## config.mk

```make
export PLATFORM = sky130hd
export DESIGN_NAME = sc_stream_decoder
export DESIGN_NICKNAME = d
export VERILOG_FILES = /design/src/rtl/sc_stream_decoder.sv
export SDC_FILE = /design/constraint.sdc
export NUM_CORES = 1
export LEC_CHECK = 0
export CAP_MARGIN = 20
export CELL_PAD_IN_SITES_DETAIL_PLACEMENT = 0
export CELL_PAD_IN_SITES_GLOBAL_PLACEMENT = 1
export CORE_UTILIZATION = 38
export DETAILED_ROUTE_END_ITERATION = 10
export HOLD_SLACK_MARGIN = 0.12
export PLACE_DENSITY_LB_ADDON = 0.05
export SYNTH_ARGS = -nofsm -noshare
export SYNTH_HDL_FRONTEND = slang
export SYNTH_SLANG_ARGS = --single-unit
```

## constraint.sdc

```tcl
create_clock -name clk -period 1.9 [get_ports clk]
set_input_delay 0.285 -clock clk [delete_from_list [all_inputs] [get_ports clk]]
set_output_delay 0.285 -clock clk [all_outputs]
set_load 0.05 [all_outputs]
```

## src/rtl/sc_stream_decoder.sv

```systemverilog
// sc_stream_decoder: counts 1s over 2^WIDTH valid stochastic samples and presents the count on a valid/ready output
module sc_stream_decoder #(
  parameter int WIDTH = 8,
  parameter int CONTINUOUS = 0
) (
  input  logic             clk,
  input  logic             rst,
  input  logic             start,
  input  logic             stream_in,
  input  logic             stream_valid,
  input  logic             out_ready,
  output logic [WIDTH:0]   value,
  output logic             out_valid,
  output logic             busy,
  output logic             overrun
);
  typedef enum logic [1:0] {IDLE, COUNT, HOLD} state_t;
  localparam logic [WIDTH:0] WIN = (WIDTH+1)'(1) << WIDTH;
  state_t state_q;
  logic [WIDTH:0] ones_q, samp_q, ones_d, samp_d;
  logic hs, last;
  assign ones_d = ones_q + {{WIDTH{1'b0}}, stream_in};
  assign samp_d = samp_q + (WIDTH+1)'(1);
  assign hs = out_valid && out_ready;
  assign last = stream_valid && samp_d == WIN;
  assign busy = state_q == COUNT;
  always_ff @(posedge clk) begin
    if (!rst) begin
      state_q <= IDLE;
      ones_q <= '0;
      samp_q <= '0;
      value <= '0;
      out_valid <= 1'b0;
      overrun <= 1'b0;
    end else begin
      if (hs) out_valid <= 1'b0;
      case (state_q)
        IDLE: if (start) begin
          state_q <= COUNT;
          ones_q <= '0;
          samp_q <= '0;
        end
        COUNT: if (last) begin
          value <= ones_d;
          out_valid <= 1'b1;
          ones_q <= '0;
          samp_q <= '0;
          if (CONTINUOUS == 0) state_q <= HOLD;
          else if (out_valid && !out_ready) overrun <= 1'b1;
        end else if (stream_valid) begin
          ones_q <= ones_d;
          samp_q <= samp_d;
        end
        HOLD: if (hs) begin
          state_q <= start ? COUNT : IDLE;
          ones_q <= '0;
          samp_q <= '0;
        end
        default: state_q <= IDLE;
      endcase
    end
  end
endmodule

```

After elaboration in Yosys (flattened, before gate mapping):

Cells that the tools add are included.

* register bits after elaboration: 30
* bits of input ports: 6
* logic and storage cells: 37

* add/sub/neg operators: 2
* equal/unequal tests: 7
* multiplexer cells: 16
* reduce and logical (&&, ||, !) cells: 7

Operators by type and width (number)
* two-way mux 9 bit: 6
* case mux 9 bit (3 select lines): 2
* adder 9 x 1 -> 9 bit: 1
* adder 9 x 1 -> 9 bit (second input constant): 1
* == test 9 bit (second input constant): 1
* two-way mux 2 bit: 3
* case mux 2 bit (3 select lines): 1
* two-way mux 1 bit: 4
* inequality test 2 bit (second input constant): 2
* AND reduction 4 bit: 1
* inequality test 3 x 2 -> 1 bit (second input constant): 1
* AND reduction 3 bit: 1
* nonzero test 3 bit: 1
* == test 2 x 1 -> 1 bit (second input constant): 1
* == test 2 bit (second input constant): 1
* logical AND 1 bit: 2
* zero test 2 bit: 1
* inequality test 2 x 1 -> 1 bit (second input constant): 1
* AND reduction 2 bit: 1

Depth between registers and ports, before layout:

Gate-level depths: netlist (run 1).

* depth in word-level cells: 5
* gate-level depth with buffers: 8

Least setup slack after synthesis (run 1):

OpenSTA, ideal clock, no wires.

* kind: register to register
* start point: register samp_q[0]
* end point: register value[7]
* library setup time: 0.121 ns
* data arrival time: 1.990 ns
* setup slack: -0.211 ns
* cell stages (with the launch flop): 9
* buffers on the path: 2
* cell sequence: dfxtp_1 -> ha_1 -> buf_6 -> nand3_4 -> xor2_1 -> o41ai_4 -> nand3_2 -> buf_6 -> mux2_4

* longest elaborated chain between the ends: 4

Ends and longest elaborated chain
* from (decl): RTL line 20 `logic [WIDTH:0] ones_q, samp_q, ones_d, samp_d;`
* from (signal assigned): RTL line 52 `samp_q <= samp_d;`
* adder 9 x 1 -> 9 bit: RTL line 23 `assign samp_d = samp_q + (WIDTH+1)'(1);`
* == test 9 bit: RTL line 25 `assign last = stream_valid && samp_d == WIN;`
* logical AND 1 bit: RTL line 25
* AND reduction 2 bit (no line)
* to (signal assigned): RTL line 44 `value <= ones_d;`
* to (decl): RTL line 12 `output logic [WIDTH:0] value,`

No other way between the ends.
A chain may end at the register's enable or synchronous reset.

Worst setup path after layout (run 1):

* start point: register samp_q[1]
* end point: register ones_q[6]

* longest elaborated chain between the ends: 5
* elaborated cells on any way between the ends: 7
* classes of those cells: 1 x add/sub; 2 x eq/ne; 2 x mux; 2 x reduce/logical

Ends and longest elaborated chain
* adder 9 x 1 -> 9 bit *: RTL line 23
* == test 9 bit *: RTL line 25
* logical AND 1 bit *: RTL line 25
* inequality test 3 x 2 -> 1 bit (no line) or two-way mux 9 bit (tied branches)
* AND reduction 4 bit (no line) or case mux 9 bit (3 select lines) (tied branches)
* to (signal assigned): RTL line 51 `ones_q <= ones_d;`
* to (decl): RTL line 20

Every way passes the cells marked *; elsewhere a longest branch is shown, timed or not.

==> run metrics, run 1 <==
status=finished with violations; Layout area overhead=37.0%; Post-Syn Nets=197; final setup violating endpoints=3; Avg WL per Cell=15.4 um; I/O Buffers=16; Routability Congestion=0.820; Post-DP HPWL=3.06 mm; Unique masters post-synth=43; min Tclk post-route=1.92 ns; clock latency on the worst-skew pair=0.28 ns; Worst Setup Slack, final=-0.0186 ns; predominant post-synthesis flop cell=dfxtp_1; Max-Slew Margin vs Limit=0.658; setup TNS=-0.0379 ns; mean post-synth cell area=roughly 9 um^2; CTS Buffer Depth=2; post-synthesis cell area=1690 um^2; vias=1525; H-tree depth=2; total number of yosys warnings=0; Pwr per Cell Area=between 500 and 600 nW/um^2; # nets final=239; Hold WC Path Type=reg2reg; endpoints failing hold=0; CP startpoint kind=flip-flop; MaxCap Viol Count=0; clk_skew=0.00557 ns; Critical Path RT=2.07 ns; DRC Markers=0; Die Ht=68.6 um; RSZ-0062 raised after global routing=true; Setup CP Type=reg2reg; maximum vdd drop=0.319 mV; fillers=a little under 400; number of vias per cell=5.45; TritonCTS Sinks=30; CTS tree=built; vias in the first global route=1465; first-pass detailed-route iteration total=4; FP Rows=23; crit path DAT=approximately 2.1 ns; Slew Limit Fails=0; Post-CTS Hold Buffers=0; share of cells above drive strength 1=0.300; Final ANT Viol Nets=0; Seq/Total Area, Yosys=0.356; Root Driver=clkbuf_8; CP endpoint kind=flip-flop; Die W=68.6 um; Tot Pwr=0.00129 W; crit-path max FO=6; final core utilization=0.561; # IOs=18; Antenna Cells=0; clk slew on worst S/H paths=0.07 ns; LEAKAGE=0.973 nW; synthesized flop and latch total=30; global route total overflow=0; Post-Route WL=4.31 mm; first-iteration detailed-routing DRC count=92; Initial Util=0.410; CTS Buf Count=5; final period utilization=1.01; Worst Setup Slack post-DPL=-0.231 ns; Worst-Margin Slew=0.511 ns; FMAX=0.521 GHz; first-pass GRT wire length=6.72 mm; Die Area=about 4700 um^2; Total Routing Usage GR=0.200; Post-synth ARST share=0; Placeable Area=4120 um^2; violated checks=negative setup slack; initial antenna violation count=0; pin count of the biggest net entering global routing=23; Post-synth EDFFs=0; Gate Count Post-Synth=187
[worst max-delay path: stages, from the launching register on]
cell	delay, ns
dfxtp_4	0.37
buf_4	0.14
a211o_1	0.29
a21o_1	0.20
a22oi_4	0.26
buf_6	0.19
a2111oi_2	0.07
a221o_1	0.27
[placed cells by master (no fill, tap or decap), types with 4 or more instances in the layout]
cell	count
buf_6	6
dfxtp_1	25
nor2_1	6
clkdlybuf4s50_1	15
and2_1	5
clkbuf_8	6
nand2_1	28
buf_4	25
mux2i_1	9
nor3_1	4
o21ai_0	5
nand4_1	4
nand3_1	14
[worst paths after layout]
path | start | end | slack, ns | cells after the start
worst min register to register | value[1]$_SDFFE_PN0P_ | value[1]$_SDFFE_PN0P_ | 0.46 | 2
worst min-delay path | value[1]$_SDFFE_PN0P_ | value[1]$_SDFFE_PN0P_ | 0.46 | 2
worst max register to register | samp_q[1]$_SDFFE_PN0P_ | ones_q[6]$_SDFFE_PN0P_ | -0.02 | 7
worst max-delay path | samp_q[1]$_SDFFE_PN0P_ | ones_q[6]$_SDFFE_PN0P_ | -0.02 | 7
[cells in the mapped netlist, drive strengths merged (2+ instances only)]
cell     instances  share of area
dfxtp           30           0.36
nand2           28          0.062
nand3           17          0.061
mux2i            9          0.053
buf              7          0.042
clkbuf           7          0.016
and2             6          0.022
nor2             6          0.013
nor3             5          0.015
o21ai            5          0.015
a21oi            4          0.012
ha               4          0.030
nand4            4          0.015
xnor2            4          0.021
xor2             4          0.021
a21boi           3          0.013
a21o             3          0.013
a221o            3          0.018
a22o             3          0.016
a32o             3          0.018
and3             3          0.014
mux2             3          0.024
nand3b           3          0.013
nor2b            3          0.011
a2111oi          2          0.010
a211o            2          0.010
a211oi           2         0.0089
inv              2         0.0045
nand2b           2         0.0074
o21a             2         0.0089
[sequential cells by signal, summed over array words and instances, names as in the netlist]
| signal | flops |
|---|---|
| samp_q | 9 |
| ones_q | 9 |
| out_valid | 1 |
| value | 9 |
| state_q | 2 |
[final cells by class]
type	instances	area (um^2)	area share
Multi-Input combinational cell	141	1070	0.462
Sequential cell	30	612	0.265
Timing Repair Buffer	49	465	0.202
Clock buffer	6	82.6	0.0358
Tap cell	50	62.6	0.0271
Clock inverter	2	12.5	0.00542
Inverter	2	7.51	0.00325
[what timing repair did]
item                                    CTS  global route
setup buffers                             1             6
pin swaps                                 1            11
resized for setup                         1            23
endpoints found under the setup margin   19            24
[layer usage]
metal / global-route usage / vias to the layer above / wire length, um
li1: - / 754 / -
met1: 0.253 / 715 / 1860
met2: 0.316 / 46 / 2090
met3: 0.0543 / 10 / 257
met4: 0.0859 / 0 / 98
met5: 0 / - / 0
[cell families (layout without fill, tap and decap cells)]
kind of cell,count (synthesis),count (layout),share of synthesized area
xor gates and xnor gates,8,8,0.0416
buffers and inverters,16,59,0.0624
DFF,30,30,0.356
other,1,1,0.00223
AOI/OAI and AO/OA,37,37,0.187
muxes,12,12,0.0780
and+or+nand+nor,79,79,0.243
adders and majority gates,4,4,0.0297
[stage by stage]
step           cells  cell area (um^2)  hold WS (ns)
3_5_place_dp     266              2080         0.454
2_1_floorplan    187              1710         0.446
4_1_cts          275              2180         0.468
5_1_grt          280              2310         0.491
3_3_place_gp     266              2080         0.444
6_report         280              2310         0.461
[report_power, final]
group | leakage, nW | internal (W) | total, W | switching, W
Sequential | 0.245 | 0.000631 | 0.000636 | 0.00000555
Clock | 0.0472 | 0.000291 | 0.000551 | 0.000260
Combinational | 0.680 | 0.0000477 | 0.000105 | 0.0000574
Total | 0.973 | 0.000969 | 0.00129 | 0.000323
Power figures use the tool's default switching activity.
==> run 2, diff against run 1 <==
--- a/config.mk
+++ b/config.mk
@@ -9,9 +9,12 @@
 export CELL_PAD_IN_SITES_DETAIL_PLACEMENT = 0
 export CELL_PAD_IN_SITES_GLOBAL_PLACEMENT = 1
 export CORE_UTILIZATION = 38
+export CTS_CLUSTER_SIZE = 24
 export DETAILED_ROUTE_END_ITERATION = 10
+export GPL_ROUTABILITY_DRIVEN = 0
 export HOLD_SLACK_MARGIN = 0.12
 export PLACE_DENSITY_LB_ADDON = 0.05
 export SYNTH_ARGS = -nofsm -noshare
 export SYNTH_HDL_FRONTEND = slang
 export SYNTH_SLANG_ARGS = --single-unit
+export TNS_END_PERCENT = 1
==> run 2 against run 1 <==
Against the previous run:
- the flow still finishes with violations (negative setup slack)
- final cell count down 0.36%
- critical path depth did not move
- maximum frequency grew 0.76%
==> run metrics, run 2 (synthesis gave the netlist of run 1 again) <==
CP endpoint kind=flip-flop; Largest regs=ones_q x9, samp_q x9, value x9; Total Routing Usage GR=0.187; LEAKAGE=0.964 nW; Final ANT Viol Nets=0; final setup violating endpoints=2; min Tclk post-route=1.90 ns; # nets final=238; FMAX=between 0.5 and 0.6 GHz; MaxCap Viol Count=0; global route total overflow=0; vias in the first global route=1340; CP bufs+invs=3; Sw Pwr=0.000307 W; fillers=375; Placeable Area=a little over 4000 um^2; RSZ-0062 raised after global routing=true; Post-Route WL=3.88 mm; commonest non-fill, non-tap cells in the layout=nand2_1 (28), dfxtp_1 (25), buf_4 (25); Initial Util=0.410; CP max stage delay=about 0.36 ns; clk_skew=approximately 0.0034 ns; maximum vdd drop=0.402 mV; CP top delay family=buffers and inverters; DRC Markers=0; final period utilization=1.00; violated checks=negative setup slack; first-iteration detailed-routing DRC count=65; Clk pwr share=0.418; cell internal pwr=0.000973 W; status=finished with violations; vias=around 1.5k; pin count of the biggest net entering global routing=15; Root Driver=clkbuf_8; I/O Buffers=16; clock latency on the worst-skew pair=approximately 0.28 ns; Hold WC Path Type=reg2reg; Worst-Margin Slew=~0.7 ns; initial antenna violation count=0; Layout area overhead=33.5%; crit path DAT=2.07 ns; Switching Fraction=0.240; multi-input logic area=1020 um^2; number of vias per cell=5.42; Hold Slack=0.460 ns; CTS Buffer Depth=2; Slew Limit Fails=0; Die Area=about 4700 um^2; first-pass GRT wire length=6.29 mm; Avg WL per Cell=13.9 um; register area=607 um^2; Max stage delay cell, worst path=dfxtp_2; CP startpoint kind=flip-flop; # IOs=18; CP cell instances=buf_6 > nand4_1 > buf_4 > o41ai_4 > buf_6 > nand3_4 > mux2_4; Antenna Cells=0; fin area=~2200 um^2; Worst Setup Slack post-DPL=-0.257 ns; crit-path max FO=7; H-tree depth=2; WL met2=around 1.8 mm; CTS Buf Count=5; share of cells above drive strength 1=0.262; cell with the most instances on the worst path=buf_6; Pwr per Cell Area=569 nW/um^2; Die W=approximately 69 um; Max-Slew Margin vs Limit=0.526; Setup CP Type=reg2reg; metal3 WL=177 um; Tot Pwr=0.00128 W; Post-CTS Hold Buffers=0; Critical Path RT=approximately 2.1 ns; TritonCTS Sinks=30; Worst Setup Slack, final=-0.00411 ns; first-pass detailed-route iteration total=4; endpoints failing hold=0; top layer in use=met4; FP Rows=23; sequential share of power=0.498; commonest non-fill, non-tap cell in the layout=nand2_1; setup TNS=-0.00726 ns; CTS tree=built; dpl cell area=slightly above 2000 um^2; Routed met1 length=about 1.8 mm; Post-DP HPWL=2.89 mm; clk slew on worst S/H paths=0.07 ns; Logic pwr share=0.083; Die Ht=a little under 70 um
==> run 2: through the flow <==
step,utilization,cells
2_1_floorplan,-,187
3_3_place_gp,0.500,267
3_5_place_dp,0.500,267
4_1_cts,0.531,277
5_1_grt,0.547,279
6_report,0.547,279
==> run 2: power by group through the flow <==
| stage | sequential [W] | combinational, W | clock [W] |
|---|---|---|---|
| 2_1_floorplan | 0.000651 | 0.0000510 | 0 |
| 3_3_place_gp | 0.000650 | 0.000103 | 0 |
| 5_1_grt | 0.000638 | 0.000115 | 0.000586 |
| 3_5_place_dp | 0.000651 | 0.000104 | 0 |
| 4_1_cts | 0.000637 | 0.000104 | 0.000556 |
| 6_report | 0.000638 | 0.000106 | 0.000535 |
==> run 2: path summary, 6_finish.rpt <==
check                              start               endpoint  slack (ns)  cells past startpoint
setup reg to reg  samp_q[0]$_SDFFE_PN0P_  value[8]$_SDFFE_PN0P_      -0.004                      7
setup / recovery  samp_q[0]$_SDFFE_PN0P_  value[8]$_SDFFE_PN0P_      -0.004                      7
hold reg to reg    value[4]$_SDFFE_PN0P_  value[4]$_SDFFE_PN0P_        0.46                      2
hold / removal     value[4]$_SDFFE_PN0P_  value[4]$_SDFFE_PN0P_        0.46                      2
==> run 2: cell type report <==
| cell class | instances | share of cell area |
|---|---|---|
| Clock inverter | 2 | 0.00556 |
| Inverter | 2 | 0.00334 |
| Multi-Input combinational cell | 141 | 0.453 |
| Sequential cell | 30 | 0.270 |
| Timing Repair Buffer | 48 | 0.204 |
| Tap cell | 50 | 0.0278 |
| Clock buffer | 6 | 0.0367 |
==> run 2: what timing repair did <==
item | 4_1_cts | 5_1_grt
gates resized for setup | 3 | 16
hold endpoints to repair | 0 | 0
pin swaps | 1 | 8
endpoints found under the setup margin | 20 | 24
setup buffers | 2 | 2
gates cloned | 0 | 0
==> run 2: tightest hold or removal path, cell delays in order, from the launching register on <==
cell,delay [ns]
dfxtp_1,0.31
nand2_1,0.05
mux2i_1,0.05
==> run 2: per-layer routing <==
| metal | global-route usage | vias to the layer above |
|---|---|---|
| li1 | - | 758 |
| met4 | 0.0755 | 0 |
| met5 | 0 | - |
| met2 | 0.300 | 34 |
| met3 | 0.0510 | 8 |
| met1 | 0.235 | 711 |
